===== src/rtl/fp_pkg.sv =====
// Shared types and helpers for the parametrised floating-point add/sub datapath:
// FSM state encoding, status-flag layout and exponent-field helpers.
package fp_pkg;

  typedef enum logic [2:0] {
    ST_IDLE,
    ST_ALIGN,
    ST_ADD,
    ST_NORM,
    ST_ROUND,
    ST_HOLD
  } fp_state_e;

  typedef struct packed {
    logic overflow;
    logic underflow;
    logic inexact;
    logic zero;
  } fp_flags_t;

  function automatic int unsigned fp_bias(input int unsigned exp_w);
    return (32'd1 << (exp_w - 1)) - 32'd1;
  endfunction

  function automatic int unsigned fp_exp_ones(input int unsigned exp_w);
    return (32'd1 << exp_w) - 32'd1;
  endfunction

endpackage


===== src/rtl/fp_round.sv =====
// Final rounding stage: turns a normalised {frac, G, R, S} word and exponent into
// the packed fraction/exponent. FP_ROUND_RNE_EN selects round-to-nearest-even, else truncate.
module fp_round
  import fp_pkg::*;
#(
  parameter int EXP_W = 8,
  parameter int MAN_W = 7
) (
  input  logic [MAN_W+2:0] frac_grs_i,
  input  logic [EXP_W:0]   exp_i,
  output logic [MAN_W-1:0] frac_o,
  output logic [EXP_W-1:0] exp_o,
  output logic             inexact_o,
  output logic             overflow_o
);

  localparam int unsigned EXP_MAX = fp_exp_ones(EXP_W);

  logic [MAN_W:0] frac_ext;
  logic [EXP_W:0] exp_r;
  logic           round_up;

  always_comb begin
    round_up = 1'b0;
`ifdef FP_ROUND_RNE_EN
    round_up = frac_grs_i[2] & (frac_grs_i[1] | frac_grs_i[0] | frac_grs_i[3]);
`endif
    // A carry out of the fraction means 1.111..1 rounded to 10.000..0: bump the exponent.
    frac_ext   = {1'b0, frac_grs_i[MAN_W+2:3]} + {{MAN_W{1'b0}}, round_up};
    exp_r      = exp_i + {{EXP_W{1'b0}}, frac_ext[MAN_W]};
    overflow_o = 32'(exp_r) >= EXP_MAX;
    inexact_o  = (|frac_grs_i[2:0]) | overflow_o;
    frac_o     = overflow_o ? '0 : frac_ext[MAN_W-1:0];
    exp_o      = overflow_o ? {EXP_W{1'b1}} : exp_r[EXP_W-1:0];
  end

endmodule


===== src/rtl/fp_addsub_seq.sv =====
// Multi-cycle parametrised floating-point adder/subtractor (bfloat16 by default).
// Rounding: round-to-nearest-even when FP_ROUND_RNE_EN is defined, truncation otherwise.
module fp_addsub_seq
  import fp_pkg::*;
#(
  parameter  int EXP_W = 8,
  parameter  int MAN_W = 7,
  localparam int W     = 1 + EXP_W + MAN_W
) (
  input  logic         clock,
  input  logic         nreset,
  input  logic         in_valid,
  output logic         in_ready,
  input  logic [W-1:0] a,
  input  logic [W-1:0] b,
  input  logic         sub,
  output logic         out_valid,
  input  logic         out_ready,
  output logic [W-1:0] sum,
  output logic [3:0]   flags,
  output fp_state_e    dbg_state_o
);

  // Handshake: a transfer happens on a rising clock edge where valid and ready are both
  // high. in_ready is high only in IDLE, out_valid only in HOLD; sum/flags hold until taken.

  // Working mantissa layout: {carry, hidden, frac[MAN_W-1:0], G, R, S}.
  localparam int M = MAN_W + 5;
  localparam logic [EXP_W:0] E_ONE = {{EXP_W{1'b0}}, 1'b1};

  fp_state_e      state_q;
  logic           in_ready_q, out_valid_q;
  logic [W-1:0]   sum_q;
  fp_flags_t      flags_q;
  logic [EXP_W:0] ea_q, eb_q, e_q;
  logic [M-1:0]   ma_q, mb_q, m_q;
  logic           sa_q, sb_q, s_q;

  logic [EXP_W-1:0] a_exp, b_exp;
  logic             a_zero, b_zero, b_sign;
  logic             a_gt;
  logic [EXP_W:0]   diff;
  logic             collapse;

  logic [MAN_W-1:0] rnd_frac;
  logic [EXP_W-1:0] rnd_exp;
  logic             rnd_inexact, rnd_ovf;

  function automatic logic [M-1:0] shr1(input logic [M-1:0] m);
    return {1'b0, m[M-1:2], m[1] | m[0]};
  endfunction

  assign a_exp  = a[W-2:MAN_W];
  assign b_exp  = b[W-2:MAN_W];
  assign a_zero = (a_exp == '0);
  assign b_zero = (b_exp == '0);
  assign b_sign = b[W-1] ^ sub;

  assign a_gt     = ea_q > eb_q;
  assign diff     = a_gt ? (ea_q - eb_q) : (eb_q - ea_q);
  assign collapse = 32'(diff) > MAN_W + 3;

  fp_round #(.EXP_W(EXP_W), .MAN_W(MAN_W)) u_round (
    .frac_grs_i (m_q[MAN_W+2:0]),
    .exp_i      (e_q),
    .frac_o     (rnd_frac),
    .exp_o      (rnd_exp),
    .inexact_o  (rnd_inexact),
    .overflow_o (rnd_ovf)
  );

  always_ff @(posedge clock or negedge nreset) begin
    if (!nreset) begin
      state_q     <= ST_IDLE;
      in_ready_q  <= 1'b1;
      out_valid_q <= 1'b0;
      sum_q       <= '0;
      flags_q     <= '0;
      ea_q        <= '0;
      eb_q        <= '0;
      e_q         <= '0;
      ma_q        <= '0;
      mb_q        <= '0;
      m_q         <= '0;
      sa_q        <= 1'b0;
      sb_q        <= 1'b0;
      s_q         <= 1'b0;
    end else begin
      case (state_q)
        ST_IDLE: begin
          if (in_valid) begin
            in_ready_q <= 1'b0;
            ea_q       <= {1'b0, a_exp};
            eb_q       <= {1'b0, b_exp};
            ma_q       <= {2'b01, a[MAN_W-1:0], 3'b000};
            mb_q       <= {2'b01, b[MAN_W-1:0], 3'b000};
            sa_q       <= a[W-1];
            sb_q       <= b_sign;
            if (a_zero | b_zero) begin
              // Zero exponent means zero (denormals flushed): pass the other operand through.
              state_q     <= ST_HOLD;
              out_valid_q <= 1'b1;
              if (a_zero & b_zero) begin
                sum_q   <= {a[W-1] & b_sign, {(W-1){1'b0}}};
                flags_q <= '{overflow: 1'b0, underflow: 1'b0, inexact: 1'b0, zero: 1'b1};
              end else begin
                sum_q   <= a_zero ? {b_sign, b[W-2:0]} : a;
                flags_q <= '0;
              end
            end else begin
              state_q <= ST_ALIGN;
            end
          end
        end
        ST_ALIGN: begin
          if (ea_q == eb_q) begin
            state_q <= ST_ADD;
          end else if (a_gt) begin
            eb_q <= collapse ? ea_q : eb_q + E_ONE;
            mb_q <= collapse ? {{(M-1){1'b0}}, |mb_q} : shr1(mb_q);
          end else begin
            ea_q <= collapse ? eb_q : ea_q + E_ONE;
            ma_q <= collapse ? {{(M-1){1'b0}}, |ma_q} : shr1(ma_q);
          end
        end
        ST_ADD: begin
          e_q     <= ea_q;
          state_q <= ST_NORM;
          if (sa_q == sb_q) begin
            m_q <= ma_q + mb_q;
            s_q <= sa_q;
          end else if (ma_q == mb_q) begin
            state_q     <= ST_HOLD;
            out_valid_q <= 1'b1;
            sum_q       <= '0;
            flags_q     <= '{overflow: 1'b0, underflow: 1'b0, inexact: 1'b0, zero: 1'b1};
          end else if (ma_q > mb_q) begin
            m_q <= ma_q - mb_q;
            s_q <= sa_q;
          end else begin
            m_q <= mb_q - ma_q;
            s_q <= sb_q;
          end
        end
        ST_NORM: begin
          if (m_q[M-1]) begin
            m_q     <= shr1(m_q);
            e_q     <= e_q + E_ONE;
            state_q <= ST_ROUND;
          end else if (!m_q[M-2]) begin
            if (e_q == E_ONE) begin
              // The next left shift would take the exponent to 0: flush to signed zero.
              state_q     <= ST_HOLD;
              out_valid_q <= 1'b1;
              sum_q       <= {s_q, {(W-1){1'b0}}};
              flags_q     <= '{overflow: 1'b0, underflow: 1'b1, inexact: 1'b1, zero: 1'b0};
            end else begin
              m_q <= m_q << 1;
              e_q <= e_q - E_ONE;
            end
          end else begin
            state_q <= ST_ROUND;
          end
        end
        ST_ROUND: begin
          state_q     <= ST_HOLD;
          out_valid_q <= 1'b1;
          sum_q       <= {s_q, rnd_exp, rnd_frac};
          flags_q     <= '{overflow: rnd_ovf, underflow: 1'b0, inexact: rnd_inexact, zero: 1'b0};
        end
        ST_HOLD: begin
          if (out_ready) begin
            state_q     <= ST_IDLE;
            out_valid_q <= 1'b0;
            in_ready_q  <= 1'b1;
          end
        end
        default: begin
          state_q     <= ST_IDLE;
          out_valid_q <= 1'b0;
          in_ready_q  <= 1'b1;
        end
      endcase
    end
  end

  assign in_ready    = in_ready_q;
  assign out_valid   = out_valid_q;
  assign sum         = sum_q;
  assign flags       = flags_q;
  assign dbg_state_o = state_q;

endmodule


===== config.mk =====
export PLATFORM = sky130hd
export DESIGN_NAME = fp_addsub_seq
export DESIGN_NICKNAME = d
export VERILOG_FILES = /design/src/rtl/fp_pkg.sv /design/src/rtl/fp_round.sv /design/src/rtl/fp_addsub_seq.sv
export SDC_FILE = /design/constraint.sdc
export NUM_CORES = 1
export LEC_CHECK = 0
export ABC_AREA = 0
export CAP_MARGIN = 20
export CELL_PAD_IN_SITES_DETAIL_PLACEMENT = 0
export CELL_PAD_IN_SITES_GLOBAL_PLACEMENT = 2
export CORE_ASPECT_RATIO = 1.2
export CORE_UTILIZATION = 43
export DETAILED_ROUTE_END_ITERATION = 10
export DONT_BUFFER_PORTS = 1
export PLACE_DENSITY_LB_ADDON = 0.1
export SYNTH_ARGS = -nofsm -noshare
export SYNTH_HDL_FRONTEND = slang
export SYNTH_SLANG_ARGS = --single-unit

===== constraint.sdc =====
create_clock -name clock -period 7.7 [get_ports clock]
set_input_delay 1.155 -clock clock [delete_from_list [all_inputs] [get_ports clock]]
set_output_delay 1.155 -clock clock [all_outputs]
set_load 0.1 [all_outputs]

==> flow_metrics.py <==
metrics = {
    "run_status": {
        "outcome": "complete, no violations",
    },
    "finish": {
        "nNetsFinal": 982,
        "area_growth_pct": 5.53,
        "drive_gt1_frac": 0.0596,
        "diodes": 0,
    },
    "clock_network": {
        "postCtsHoldBufs": 0,
        "path_clk_slew_ns": 0.08,
        "cts_setup_buffers": 0,
        "clock_path_buffers": 2,
        "clkLatencyLatePin_ns": 0.36,
        "clock-sinks": 89,
        "cts_buffers": 9,
        "htreeDepth": 3,
        "cts_tree": "built",
        "cts_resized": 0,
        "root_buffer": "clkbuf_16",
    },
    "logic_synthesis": {
        "synth_warnings": 0,
        "synth_top_area_cell": "dfrtp_1",
        "synth_nets": 1010,
        "synth_top_area_frac": 0.292,
        "synth_most_common_cell": "dfrtp_1",
        "yosys-top-cells-area": "dfrtp_1, ha_1, a21oi_1",
        "ys_ff_latch": 89,
        "synth_cell_type_count": 75,
        "synth_commonest_cells": "dfrtp_1, nand2_1, a21oi_1, o21ai_0, inv_1",
        "syn_inst": 912,
        "syn_area_mm2": 0.00755,
        "yosysSeqAreaShare": 0.295,
        "ys.flop_type": "dfrtp_1",
        "synthArstFlopShare": 1.00,
        "synth_edf_count": 0,
        "syn_avg_cell_area_um2": 8.28,
    },
    "floorplanning": {
        "ios": 62,
        "die-area_mm2": 0.0181,
        "die_h_um": 147,
        "core_mm2": 0.0170,
        "start_util": 0.443,
        "die_w_um": 123,
        "rows": 52,
    },
    "route": {
        "drc": 0,
        "antenna_left": 0,
        "wire_per_inst_um": 22.7,
        "routed_via_density": 6.29,
        "firstDrtPassIters": 5,
        "wirelength_mm": 25.1,
        "num_vias": 6950,
        "drtIter0Drc": 409,
    },
    "timing": {
        "max_freq_mhz": 253,
        "hold_viol": 0,
        "period_minus_slack_ns": 3.95,
        "finalCritPeriodShare": 0.512,
        "finalSetupViolCount": 0,
        "slew_viol_final": 0,
        "skew_ns": 0.0123,
        "tightest_slew_ns": 0.938,
        "setup_tns_ns": 0,
        "rsz0062_at_grt": "no",
        "slew_headroom": 0.375,
    },
    "setup_path": {
        "timing.rr.end": "ea_q[6]$_DFFE_PN0P_",
        "cp_max_fo": 18,
        "reg2reg_slack_ns": 3.75,
        "cp_cell_sequence": "inv_1 > ha_1 > nand4_4 > nor4_4 > o21bai_2 > a21oi_2 > nand2_1 > o21ai_1 > a22oi_1 > o21ai_0 > a311o_1",
        "r2r_start": "ea_q[4]$_DFFE_PN0P_",
        "path_depth": 11,
        "crit_family": "compound AO/OA/AOI/OAI gates",
        "worst-setup-path-type": "flip-flop to flip-flop",
        "reg2reg_depth": 11,
        "critPathLaunchType": "flip-flop",
        "critical_path_buf_inv_count": 1,
        "max_stage_delay_ns": 0.62,
        "cp.required_ns": 7.94,
        "startpoint": "ea_q[4]$_DFFE_PN0P_",
        "worstSetupEndpoint": "ea_q[6]$_DFFE_PN0P_",
        "cp-end-kind": "flip-flop",
        "crit_path_top_delay_cell": "ha_1",
        "cp_data_arrival_time_ns": 4.18,
    },
    "placement": {
        "place.gp.congestion": 0.876,
        "io_buffers": 0,
        "dp_hpwl_mm": 19.2,
    },
    "grt": {
        "grt_max_degree": 90,
        "antenna_found_initial": 0,
        "track_usage": 0.285,
        "grt-ovfl-total": 0,
        "grt_pass1_wl_mm": 38.9,
        "grt_pass1_vias": 6883,
    },
    "min_path": {
        "hold_path.class": "primary input to asynchronous set/reset pin",
    },
    "run": {
        "cap_viol_max_count": 0,
    },
}
how the worst min path moves through the flow:
stage	end	slack, ns	cells past startpoint
after floorplan	s_q$_DFFE_PN0P_	0.44	2
after global placement	s_q$_DFFE_PN0P_	0.48	2
after detailed placement	s_q$_DFFE_PN0P_	0.48	2
after CTS	m_q[3]$_DFFE_PN0P_	0.47	0
after global routing	sum[4]$_DFFE_PN0P_	0.46	0
final	sum[4]$_DFFE_PN0P_	0.48	0
state kept, by name, summed over array words and instances, names as in the netlist:
signal	count
dbg_state_o	3
e_q	9
ea_q	9
eb_q	9
flags	4
in_ready	1
m_q	12
ma_q	11
mb_q	11
out_valid	1
s_q	1
sa_q	1
sb_q	1
sum	16
cell usage in the layout (no fill, tap or decap), types with 5 or more instances in the layout:
cell type,netlist,routed
buf_4,5,11
o31ai_1,7,7
xnor2_1,25,25
mux2i_1,26,26
o211ai_1,7,7
dfrtp_1,88,88
nand3_1,25,25
nand2b_1,11,11
a22oi_1,40,40
and2_1,6,6
a31oi_1,15,15
mux2_2,6,6
o21ai_1,9,10
nor4_1,16,16
or3_1,7,7
nor2_1,59,59
a21oi_1,72,72
ha_1,56,56
nand2_1,77,77
fa_1,5,5
a22o_1,7,7
a211oi_1,10,10
nor2b_1,10,10
o21ai_0,71,70
o22ai_1,10,10
inv_1,66,66
and3_1,5,5
nor3_1,35,34
a21o_1,5,5
o21bai_1,8,8
clkbuf_16,0,9
xor2_1,8,8
worst register-to-register path, cell delays in order (launching register included):
cell	delay, ns
dfrtp_1	0.47
inv_1	0.11
ha_1	0.62
nand4_4	0.18
nor4_4	0.35
o21bai_2	0.19
a21oi_2	0.09
nand2_1	0.57
o21ai_1	0.52
a22oi_1	0.28
o21ai_0	0.12
a311o_1	0.34
routing by layer:
metal  global-route usage  up-vias  part of all wire
li1                     -     3262                 -
met1                0.357     3434              0.42
met2                0.478      208              0.49
met3               0.0431       46             0.049
met4                0.131        0             0.042
met5                    0        -                 0
cells by family after synthesis:
group,Yosys count,synth area share
XOR/XNOR,33,0.0383
flip-flops,89,0.295
AND/OR/NAND/NOR,269,0.178
AO/OA/AOI/OAI,309,0.269
buffers and inverters,118,0.0679
adder cells (fa/ha/maj),61,0.106
multiplexers,33,0.0464
metrics by stage:
stage	setup slack, ns	util	instance area, um2	hold slack (ns)	std cells
finish	3.75	0.468	7970	0.480	1105
global route	3.52	0.468	7970	0.460	1105
detailed placement	3.43	0.448	7640	0.484	1086
CTS	3.40	0.465	7920	0.466	1102
floorplan	4.68	-	7550	0.444	912
global placement	3.65	0.448	7640	0.476	1086
cell type report:
type,count,area (um2)
tap,216,270
inverter,66,248
sequential,89,2230
fill,1721,9080
timing repair buffer,13,121
multi-input combinational,705,4820
clock buffer,10,229
clock inverter,6,57.6
Power is left out: the tool's default activity adds up to more than one toggle a clock period on the data nets, which glitch-free logic cannot reach.
